$ cat src/rtl/ustoch_pkg.sv
// Shared definitions for the stochastic-to-binary conversion stages.
// Holds the converter FSM encoding and the MAC fan-in scaling constants.
package ustoch_pkg;

  typedef enum logic [1:0] {
    ST_IDLE = 2'd0,
    ST_SKIP = 2'd1,
    ST_RUN  = 2'd2,
    ST_DONE = 2'd3
  } ubi_s2b_state_t;

  localparam int MAC_FANIN      = 16;
  localparam int SCALE_LOG2_DEF = $clog2(MAC_FANIN);

endpackage

$ cat src/rtl/ubi_s2b_win_uones_cnt.sv
// Parameterised ones counter for stochastic bitstreams with synchronous clear/enable.
// Also exposes the value the counter will hold after the current edge.
module uones_cnt #(
  parameter int W = 9
) (
  input  logic         clk,
  input  logic         rst,
  input  logic         clr,
  input  logic         en,
  input  logic         bit_in,
  output logic [W-1:0] cnt,
  output logic [W-1:0] cnt_nxt
);

  logic [W-1:0] cnt_r;
  logic [W-1:0] inc_s;

  // Increment amount: one only when enabled and the stream bit is set.
  always_comb begin
    inc_s = {W{1'b0}};
    if (en && bit_in) begin
      inc_s = {{(W-1){1'b0}}, 1'b1};
    end else begin
      inc_s = {W{1'b0}};
    end
  end

  // Ones count register; clear wins over counting.
  always_ff @(posedge clk) begin
    if (rst) begin
      cnt_r <= {W{1'b0}};
    end else if (clr) begin
      cnt_r <= {W{1'b0}};
    end else begin
      cnt_r <= cnt_r + inc_s;
    end
  end

  assign cnt     = cnt_r;
  assign cnt_nxt = cnt_r + inc_s;

endmodule

$ cat src/rtl/ubi_s2b_win.sv
// Windowed bipolar stochastic-to-binary converter behind the scaled 16-input MAC.
// Counts ones over 2^CWIDTH samples and presents count, bipolar and unscaled values.
module ubi_s2b_win
  import ustoch_pkg::*;
#(
  parameter int CWIDTH     = 8,
  parameter int SKIP       = 2,
  parameter int SCALE_LOG2 = SCALE_LOG2_DEF
) (
  input  logic                                clk,
  input  logic                                rst,
  input  logic                                iBit,
  input  logic                                start,
  output logic                                oBusy,
  output logic                                oValid,
  input  logic                                oReady,
  output logic [CWIDTH:0]                     oCnt,
  output logic signed [CWIDTH+1:0]            oVal,
  output logic signed [CWIDTH+1+SCALE_LOG2:0] oScaled
);

  localparam logic [3:0]        SKIP_LAST = SKIP[3:0] - 4'd1;
  localparam bit                HAS_SKIP  = (SKIP != 0);
  localparam logic [CWIDTH+1:0] WIN_LEN   = {2'b01, {CWIDTH{1'b0}}};

  ubi_s2b_state_t state_r;
  logic [3:0]                         skip_r;
  logic [CWIDTH-1:0]                  win_r;
  logic                               busy_r;
  logic                               valid_r;
  logic [CWIDTH:0]                    cnt_r;
  logic signed [CWIDTH+1:0]           val_r;
  logic signed [CWIDTH+1+SCALE_LOG2:0] scaled_r;

  logic                               go_s;
  logic                               run_s;
  logic                               win_last_s;
  logic [CWIDTH:0]                    ones_s;
  logic [CWIDTH:0]                    ones_nxt_s;
  logic signed [CWIDTH+1:0]           val_nxt_s;
  logic signed [CWIDTH+1+SCALE_LOG2:0] scaled_nxt_s;

  // Start acceptance: IDLE, or DONE when the result is taken the same cycle.
  always_comb begin
    go_s = 1'b0;
    case (state_r)
      ST_IDLE: go_s = start;
      ST_DONE: go_s = start && oReady;
      default: go_s = 1'b0;
    endcase
  end

  // Window bookkeeping and the result as it will look after the final sample.
  always_comb begin
    run_s        = (state_r == ST_RUN);
    win_last_s   = (win_r == {CWIDTH{1'b1}});
    val_nxt_s    = $signed({ones_nxt_s, 1'b0} - WIN_LEN);
    scaled_nxt_s = {val_nxt_s, {SCALE_LOG2{1'b0}}};
  end

  uones_cnt #(
    .W (CWIDTH + 1)
  ) u_ones (
    .clk     (clk),
    .rst     (rst),
    .clr     (go_s),
    .en      (run_s),
    .bit_in  (iBit),
    .cnt     (ones_s),
    .cnt_nxt (ones_nxt_s)
  );

  // Converter FSM with window/skip counters and registered results.
  always_ff @(posedge clk) begin
    if (rst) begin
      state_r  <= ST_IDLE;
      skip_r   <= 4'd0;
      win_r    <= {CWIDTH{1'b0}};
      busy_r   <= 1'b0;
      valid_r  <= 1'b0;
      cnt_r    <= {(CWIDTH+1){1'b0}};
      val_r    <= {(CWIDTH+2){1'b0}};
      scaled_r <= {(CWIDTH+2+SCALE_LOG2){1'b0}};
    end else begin
      case (state_r)
        ST_IDLE: begin
          if (go_s) begin
            state_r <= HAS_SKIP ? ST_SKIP : ST_RUN;
            skip_r  <= 4'd0;
            win_r   <= {CWIDTH{1'b0}};
            busy_r  <= 1'b1;
            valid_r <= 1'b0;
          end
        end
        ST_SKIP: begin
          if (skip_r == SKIP_LAST) begin
            state_r <= ST_RUN;
          end else begin
            skip_r <= skip_r + 4'd1;
          end
        end
        ST_RUN: begin
          win_r <= win_r + {{(CWIDTH-1){1'b0}}, 1'b1};
          // The window counter wraps on the last sample; latch the result on that edge.
          if (win_last_s) begin
            state_r  <= ST_DONE;
            busy_r   <= 1'b0;
            valid_r  <= 1'b1;
            cnt_r    <= ones_nxt_s;
            val_r    <= val_nxt_s;
            scaled_r <= scaled_nxt_s;
          end
        end
        ST_DONE: begin
          if (go_s) begin
            state_r <= HAS_SKIP ? ST_SKIP : ST_RUN;
            skip_r  <= 4'd0;
            win_r   <= {CWIDTH{1'b0}};
            busy_r  <= 1'b1;
            valid_r <= 1'b0;
          end else if (oReady) begin
            state_r <= ST_IDLE;
            valid_r <= 1'b0;
          end
        end
        default: begin
          state_r <= ST_IDLE;
          busy_r  <= 1'b0;
          valid_r <= 1'b0;
        end
      endcase
    end
  end

  assign oBusy   = busy_r;
  assign oValid  = valid_r;
  assign oCnt    = cnt_r;
  assign oVal    = val_r;
  assign oScaled = scaled_r;

endmodule

$ cat config.mk
export PLATFORM = sky130hd
export DESIGN_NAME = ubi_s2b_win
export DESIGN_NICKNAME = d
export VERILOG_FILES = /design/src/rtl/ustoch_pkg.sv /design/src/rtl/ubi_s2b_win_uones_cnt.sv /design/src/rtl/ubi_s2b_win.sv
export SDC_FILE = /design/constraint.sdc
export NUM_CORES = 1
export LEC_CHECK = 0
export ABC_AREA = 1
export BUFFER_PORTS_ARGS = -buffer_cell sky130_fd_sc_hd__buf_2
export CORE_UTILIZATION = 35
export DETAILED_ROUTE_END_ITERATION = 6
export PLACE_DENSITY = 0.6
export SYNTH_ARGS = -nofsm -noshare
export SYNTH_HDL_FRONTEND = slang
export SYNTH_SLANG_ARGS = --single-unit
$ cat constraint.sdc
create_clock -name clk -period 4.9 [get_ports clk]
set_input_delay 0.49 -clock clk [delete_from_list [all_inputs] [get_ports clk]]
set_output_delay 0.49 -clock clk [all_outputs]
set_load 0.02 [all_outputs]
==> metrics.txt, run 1 <==
outcome=completed; crit start category=flip-flop; Slew HR=63.17%; Clock power frac=28.9%; drt pass-1 iters=4; largest net degree at the start of global routing=20; min Tclk post-route=2012 ps; Tot Pwr=0.7455 mW; Crit path max-delay family=simple AND/OR/NAND/NOR gates; final core occ=40.32%; diode count=0; TritonCTS sink count=36; Root Buffer=clkbuf_8; R2R depth=15; Seq pwr share=43.9%; critical path capture point type=flip-flop; Total Wirelength=3.675 mm; critical path type=reg2reg; Area Growth Syn to Fin=9.097%; Setup WS pre-CTS=2930 ps; cell leakage power=1.002 nW; CTS max path bufs=2; Cells after Synth=266; most frequent cells in the layout=60 x nand2_1, 36 x dfxtp_1, 35 x inv_1; CTS Buf Count=5; R2R Path End=oScaled[13]; max-slew violations=0; post-synthesis cell area=1912 µm²; R2R setup slack=2890 ps; Critical-path top delay cell=dfxtp_1; Distinct cells, synth=22; Worst Tran Pin Value=551.9 ps; sequential area share after synthesis=37.70%; CP arrival=2200 ps; post-CTS repair timing setup buffer count=0; setup TNS=0 ps; CTS H-tree lvls=2; part of the cycle the worst path needs=41.07%; GRT Total Usage=13.17%; Routability Congestion=0.7739; worst-skew pair later-pin latency=280 ps; via count=1560; Pint=0.4848 mW; CP Max Fanout=5; hold violation count in the final report=0; startpoint of the worst setup timing path=state_r[0]; CP bufs+invs=4; unrepaired setup endpoints after global routing=false; Logic pwr share=27.3%; FF-to-FF Start=state_r[0]; die span in x=75.91 µm; starting density of the core=36.96%; clock-pin slew on the worst setup and hold paths=70 ps; Sw Ratio=34.96%; ANT nets after route=0; NumNets Final=301; Synth Area per Inst=7.187 µm²; Std-Cell Rows=26; dpl hpwl=2.713 mm; Final setup viols=0; antenna violations before repair=0; Top cell by count, worst path=nand2_1; Worst Skew=4.982 ps; fraction of layout cells with a size suffix above 1=15.33%; Hold Path Class=reg2reg; # hold bufs at CTS=0; IO Port Bufs=33; Pwr Density=357.4 nW/µm²; number of global-route vias before repair=1334; DR iter-0 viols=147; fill count=544; DIE AREA=5762 µm²; flops & latches, synth=36; IO Pins=40; area of the multi-input gates=890.9 µm²; max incr delay on CP=340 ps; average via count per standard cell=4.370; Routed wire per std cell=10.29 µm; Final WS setup=2888 ps; crit path cell chain=inv_1 > ha_1 > nand2_1 > inv_1 > ha_1 > ha_1 > nand3_1 > inv_1 > nand2_1 > nand2_1 > nand2_1 > nand2_1 > nand3_1 > nand2_1 > inv_1; CTS resizes=0; DRC=0; register area=720.7 µm²; worst vdd ir=112.0 µV; Min-Delay Endpoint=oValid; HP Start=oValid; Die H=75.91 µm; first-pass GRT wire length=6.147 mm; commonest non-fill, non-tap cell in the layout=nand2_1; P_sw=0.2606 mW; Yosys warning count=0; Core Area=5172 µm²; hold path depth=2; GRT overflow=0; CP Data Required Time=5090 ps; CTS tree=done; max-cap viol count=0; fmax=0.4969 GHz
## cell families after synthesis
kind of cell             count (synthesis)  share of synthesized area [%]
AO/OA/AOI/OAI                           40                          10.80
XOR/XNOR                                 7                          3.207
buffers and inverters                   60                          16.69
flip-flops                              36                          37.70
adder cells (fa/ha/maj)                 10                          6.545
AND/OR/NAND/NOR                        112                          24.87
other                                    1                         0.1961
## sequential cells by signal, indices dropped and copies added, names as in the netlist
name and count:
oCnt 9, u_ones.cnt 9, win_r 8, skip_r 4
oScaled 2, state_r 2, oBusy 1, oValid 1
## worst min-delay path, stage by stage, from the launching register on
cell	delay, ps
dfxtp_1	310
inv_1	50
a21oi_1	50
## power by group through the flow
stage          Combinational [mW]  Sequential, mW  Clock (mW)
6_report                    0.203           0.327       0.215
3_5_place_dp                0.202           0.334           0
3_3_place_gp                0.203           0.333           0
5_1_grt                     0.239           0.330       0.237
2_1_floorplan               0.157           0.335           0
4_1_cts                     0.203           0.327       0.222
## routing by layer
| layer | up-vias | share of wire, % | GRT usage [%] |
|---|---|---|---|
| li1 | 841 | - | - |
| met1 | 682 | 53 | 18.96 |
| met2 | 32 | 43 | 18.91 |
| met3 | 5 | 3.3 | 3.614 |
| met4 | 0 | 1.4 | 4.038 |
| met5 | - | 0 | 0 |
## synthesized netlist by cell type
cell      number  share of area (%)
nand2_1       60                 12
dfxtp_1       36                 38
inv_1         35                6.9
nor2_1        29                5.7
a21oi_1       24                6.3
buf_4         22                8.6
o21ai_0       14                3.7
nand3_1       13                3.4
ha_1          10                6.5
xor2_1         7                3.2
nand4_1        3               0.98
clkbuf_1       2               0.39
nand2_2        2               0.65
a21oi_2        1               0.46
and2_1         1               0.33
buf_8          1               0.79
conb_1         1               0.20
nand3b_1       1               0.39
nor2_2         1               0.33
nor2_8         1                1.0
nor3_1         1               0.26
o21a_1         1               0.39
## per-stage QoR
stage                     instances  hold slack [ps]  instance area [µm²]
after global placement          349            429.2                 1996
after global routing            357            497.7                 2086
after detailed placement        349            449.4                 1996
after floorplan                 271            439.1                 1931
final                           357            457.1                 2086
after CTS                       357            460.5                 2086
## area by class of cell
class | instances | area share [%]
clock buffer | 8 | 4.319
sequential | 36 | 34.55
timing repair buffer | 33 | 7.918
multi-input combinational | 175 | 42.71
inverter | 35 | 6.299
tap | 70 | 4.199
## how the worst max path moves through the flow
stage	to	slack, ps	cells past startpoint
floorplan	oScaled[13]	3140	14
detailed placement	oScaled[13]	2930	15
CTS	oScaled[13]	2890	15
global placement	oCnt[6]	3000	11
global route	oScaled[13]	2660	15
finish	oScaled[13]	2890	15
No activity file was read; power rests on OpenSTA's default activity.
==> run 2: changes to the inputs <==
==> constraint.sdc (replaced) <==
create_clock -name clk -period 1.9 [get_ports clk]
set_input_delay 0.19 -clock clk [delete_from_list [all_inputs] [get_ports clk]]
set_output_delay 0.19 -clock clk [all_outputs]
set_load 0.02 [all_outputs]
==> metrics.txt, run 2 (synthesized netlist as in run 1, its figures left out) <==
outcome=completed; worst vdd ir=433.6 µV; Pwr Density=924.2 nW/µm²; Hold Path Class=in2reg; Pint=1.350 mW; average via count per standard cell=4.407; Routed wire per std cell=10.55 µm; grt peak-use layer=met1; ANT nets after route=0; Clock power frac=27.3%; grt met1 use=19.90%; worst-skew pair later-pin latency=290 ps; CTS H-tree lvls=2; clock-pin slew on the worst setup and hold paths=70 ps; IO Port Bufs=33; die span in x=75.91 µm; Core Area=5172 µm²; NumNets Final=313; CP Depth=9; CP bufs+invs=3; max-cap viol count=0; critical path capture point type=flip-flop; CTS tree=done; P_sw=0.7091 mW; critical path type=reg2reg; R2R depth=9; Die H=75.91 µm; Root Buffer=clkbuf_8; fin area=2228 µm²; Std-Cell Rows=26; Seq pwr share=41.2%; Critical-path top delay cell=dfxtp_2; placed cell areas=2086 µm²; Sw Ratio=34.43%; Routability Congestion=0.7763; setup TNS=0 ps; fill count=529; Logic pwr share=31.5%; fraction of layout cells with a size suffix above 1=22.41%; unrepaired setup endpoints after global routing=false; crit path to=win_r[7]; met2 usage=19.73%; part of the cycle the worst path needs=91.86%; CP Max Fanout=6; largest net degree at the start of global routing=12; fmax=0.5729 GHz; antenna violations before repair=0; Area Growth Syn to Fin=16.56%; startpoint of the worst setup timing path=state_r[0]; crit path cell chain=inv_1 > buf_4 > ha_1 > nand2_1 > inv_1 > nand4_1 > nor2_1 > o21ai_0 > and2_1; DR iter-0 viols=63; Crit path max-delay family=simple AND/OR/NAND/NOR gates; R2R setup slack=150 ps; DRC=0; dpl hpwl=2.957 mm; post-CTS repair timing setup buffer count=0; cell leakage power=1.050 nW; GRT overflow=0; min Tclk post-route=1745 ps; starting density of the core=36.96%; GR Util met3=3.735%; CP Data Required Time=2080 ps; # hold bufs at CTS=0; R2R Path End=win_r[7]; most frequent cells in the layout=59 x nand2_1, 34 x inv_1, 34 x dfxtp_1; crit start category=flip-flop; CP arrival=1920 ps; Top cell by count, worst path=inv_1; hold violation count in the final report=0; DIE AREA=5762 µm²; max-slew violations=0; Final setup viols=0; commonest non-fill, non-tap cell in the layout=nand2_1; number of global-route vias before repair=1404; FF-to-FF Start=state_r[0]; CTS resizes=0; GRT Total Usage=13.91%; CTS max path bufs=2; max incr delay on CP=360 ps; first-pass GRT wire length=6.403 mm; via count=1626; Total Wirelength=3.892 mm; final core occ=43.08%; Worst Skew=8.222 ps; TritonCTS sink count=36; diode count=0; IO Pins=40; CTS Buf Count=5; drt pass-1 iters=4
run 2: cell count changes in the layout (fill, tap and decap cells not counted), moves of 2 or more:
cell,before,now
ha_2,0,2
buf_4,0,12
nor2_1,29,27
ha_1,10,7
dfxtp_2,0,2
dfxtp_1,36,34
run 2: how the worst min path moves through the flow:
stage,startpoint,endpoint,slack (ps),cells after the start
final,rst,oCnt[2],270,3
after global routing,rst,oCnt[2],280,3
after CTS,rst,oCnt[2],260,3
after detailed placement,oValid,oValid,430,2
after global placement,oValid,oValid,430,2
after floorplan,rst,win_r[7],410,2
run 2: per-layer routing:
| layer | up-vias | routed length, µm |
|---|---|---|
| met5 | - | 0 |
| met4 | 0 | 45 |
| met3 | 5 | 155 |
| met2 | 35 | 1630 |
| met1 | 721 | 2061 |
| li1 | 865 | - |
run 2: layout make-up:
class                           instances  area, µm²  area share [%]
Clock buffer                            8      90.09           4.043
Inverter                               35      131.4           5.896
Multi-Input combinational cell        175      940.9           42.22
Sequential cell                        36      723.2           32.45
Tap cell                               70      87.58           3.930
Timing Repair Buffer                   45      255.2           11.45
run 2: power groups by stage:
stage	Combinational [mW]	Sequential, mW	Clock (mW)
2_1_floorplan	0.404	0.864	0
3_3_place_gp	0.638	0.858	0
3_5_place_dp	0.643	0.862	0
4_1_cts	0.647	0.844	0.579
5_1_grt	0.757	0.854	0.619
6_report	0.648	0.849	0.563
run 2: worst min-delay path: cells and delay by family:
kind            cells  cell delay, ps
compound gates      1              40
buf+inv             2             270
run 2: stage by stage:
| step | worst slack (ps) | power (mW) | hold WS, ps | std cells |
|---|---|---|---|---|
| 4_1_cts | 37.88 | 2.069 | 262.0 | 369 |
| 6_report | 154.6 | 2.060 | 267.3 | 369 |
| 5_1_grt | 13.79 | 2.230 | 275.3 | 369 |
| 2_1_floorplan | 142.6 | 1.268 | 405.8 | 271 |
| 3_5_place_dp | 54.83 | 1.505 | 434.1 | 361 |
| 3_3_place_gp | 85.56 | 1.496 | 426.7 | 361 |
==> run 3: changes to the inputs <==
--- a/config.mk
+++ b/config.mk
@@ -7,9 +7,9 @@
 export LEC_CHECK = 0
 export ABC_AREA = 1
 export BUFFER_PORTS_ARGS = -buffer_cell sky130_fd_sc_hd__buf_2
-export CORE_UTILIZATION = 35
+export CORE_UTILIZATION = 30
 export DETAILED_ROUTE_END_ITERATION = 6
-export PLACE_DENSITY = 0.6
+export PLACE_DENSITY = 0.54
 export SYNTH_ARGS = -nofsm -noshare
 export SYNTH_HDL_FRONTEND = slang
 export SYNTH_SLANG_ARGS = --single-unit
==> metrics.txt, run 3 (synthesized netlist as in run 1, its figures left out) <==
fmax=0.5739 GHz; CP arrival=1970 ps; part of the cycle the worst path needs=91.71%; DRC=0; worst vdd ir=356.0 µV; FF-to-FF Start=state_r[0]; crit path to=oCnt[6]; commonest non-fill, non-tap cell in the layout=nand2_1; starting density of the core=31.73%; DIE AREA=6696 µm²; Die H=81.83 µm; Tot Pwr=2.152 mW; largest net degree at the start of global routing=19; CTS tree=done; setup TNS=0 ps; TritonCTS sink count=36; critical path type=reg2reg; fin area=2221 µm²; die span in x=81.83 µm; CP Data Required Time=2130 ps; HP Start=rst; via count=1595; max-cap viol count=0; antenna violations before repair=0; Routability Congestion=0.7811; fraction of layout cells with a size suffix above 1=21.48%; Core Area=6026 µm²; Setup WS pre-CTS=48.22 ps; register area=721.9 µm²; clock-pin slew on the worst setup and hold paths=80 ps; crit start category=flip-flop; CTS Buf Count=5; placed cell areas=2090 µm²; R2R setup slack=160 ps; NumNets Final=312; CTS H-tree lvls=2; worst-skew pair later-pin latency=290 ps; most frequent cells in the layout=59 x nand2_1, 35 x dfxtp_1, 33 x inv_1, 33 x buf_2, 28 x nor2_1; first-pass GRT wire length=6.127 mm; diode count=0; final core occ=36.86%; R2R depth=11; # hold bufs at CTS=0; area of the multi-input gates=905.9 µm²; Total Wirelength=3.822 mm; CP Max Fanout=3; Final setup viols=0; max-slew violations=0; cell leakage power=1.061 nW; GRT Total Usage=12.23%; average via count per standard cell=4.276; IO Pins=40; Final WS setup=157.6 ps; GRT overflow=0; R2R Path End=oCnt[6]; min Tclk post-route=1742 ps; DR iter-0 viols=58; Area Growth Syn to Fin=16.16%; Std-Cell Rows=28; Routed wire per std cell=10.25 µm; number of global-route vias before repair=1360; drt pass-1 iters=4; startpoint of the worst setup timing path=state_r[0]; IO Port Bufs=33; critical path capture point type=flip-flop; CTS max path bufs=2; outcome=completed; fill count=646; Pwr Density=969.1 nW/µm²; Worst Skew=6.181 ps; Hold Path Class=in2reg; dpl hpwl=2.874 mm; ANT nets after route=0; Root Buffer=clkbuf_8; hold violation count in the final report=0
## run 3: cell count changes in the layout (fill, tap and decap cells not counted), sizes merged
cell / previous run / this run
buf: 45 / 44
clkinv: 0 / 1
clkbuf: 8 / 6
bufinv: 0 / 1
## run 3: worst min path at each step
stage	to	slack (ps)	cells after the start
detailed placement	oValid	440	2
floorplan	win_r[7]	410	2
global placement	oValid	430	2
global route	oCnt[2]	280	3
CTS	oCnt[2]	260	3
finish	oCnt[2]	260	3
## run 3: area by class of cell
cell class | count | area share [%]
flip-flops and latches | 36 | 32.51
clock inverters | 2 | 1.577
inverters | 35 | 5.915
well taps | 75 | 4.225
repair buffers | 44 | 11.72
clock buffers | 6 | 3.268
multi-input cells | 175 | 40.79
## run 3: repair_timing
item	4_1_cts	5_1_grt
gates resized for setup	0	8
buffers inserted	0	1
setup endpoints to repair	0	7
## run 3: power breakdown
part	leakage, nW	switching (mW)	internal, mW
clock	0.0552	0.282	0.390
sequential	0.291	0.0406	0.802
combinational	0.714	0.402	0.236
## run 3: critical path: stages (launching register included)
cell and delay [ps]:
dfxtp_1 320, inv_1 70, ha_2 190, nand2_1 50, inv_1 50, ha_1 170
ha_2 200, nand3_2 100, nor2_1 130, xor2_1 200, nand2_1 70, a21oi_1 120
## run 3: layer usage
layer | GRT usage (%) | part of all wire, %
met2 | 19.09 | 45
met1 | 15.66 | 50
met3 | 3.333 | 3.9
met4 | 5.263 | 1.7
met5 | 0 | 0
## run 3: metrics by stage
stage          cells  hold WS (ps)
2_1_floorplan    271         405.8
3_3_place_gp     364         427.8
3_5_place_dp     364         438.2
4_1_cts          372         259.5
5_1_grt          373         276.6
6_report         373         263.8
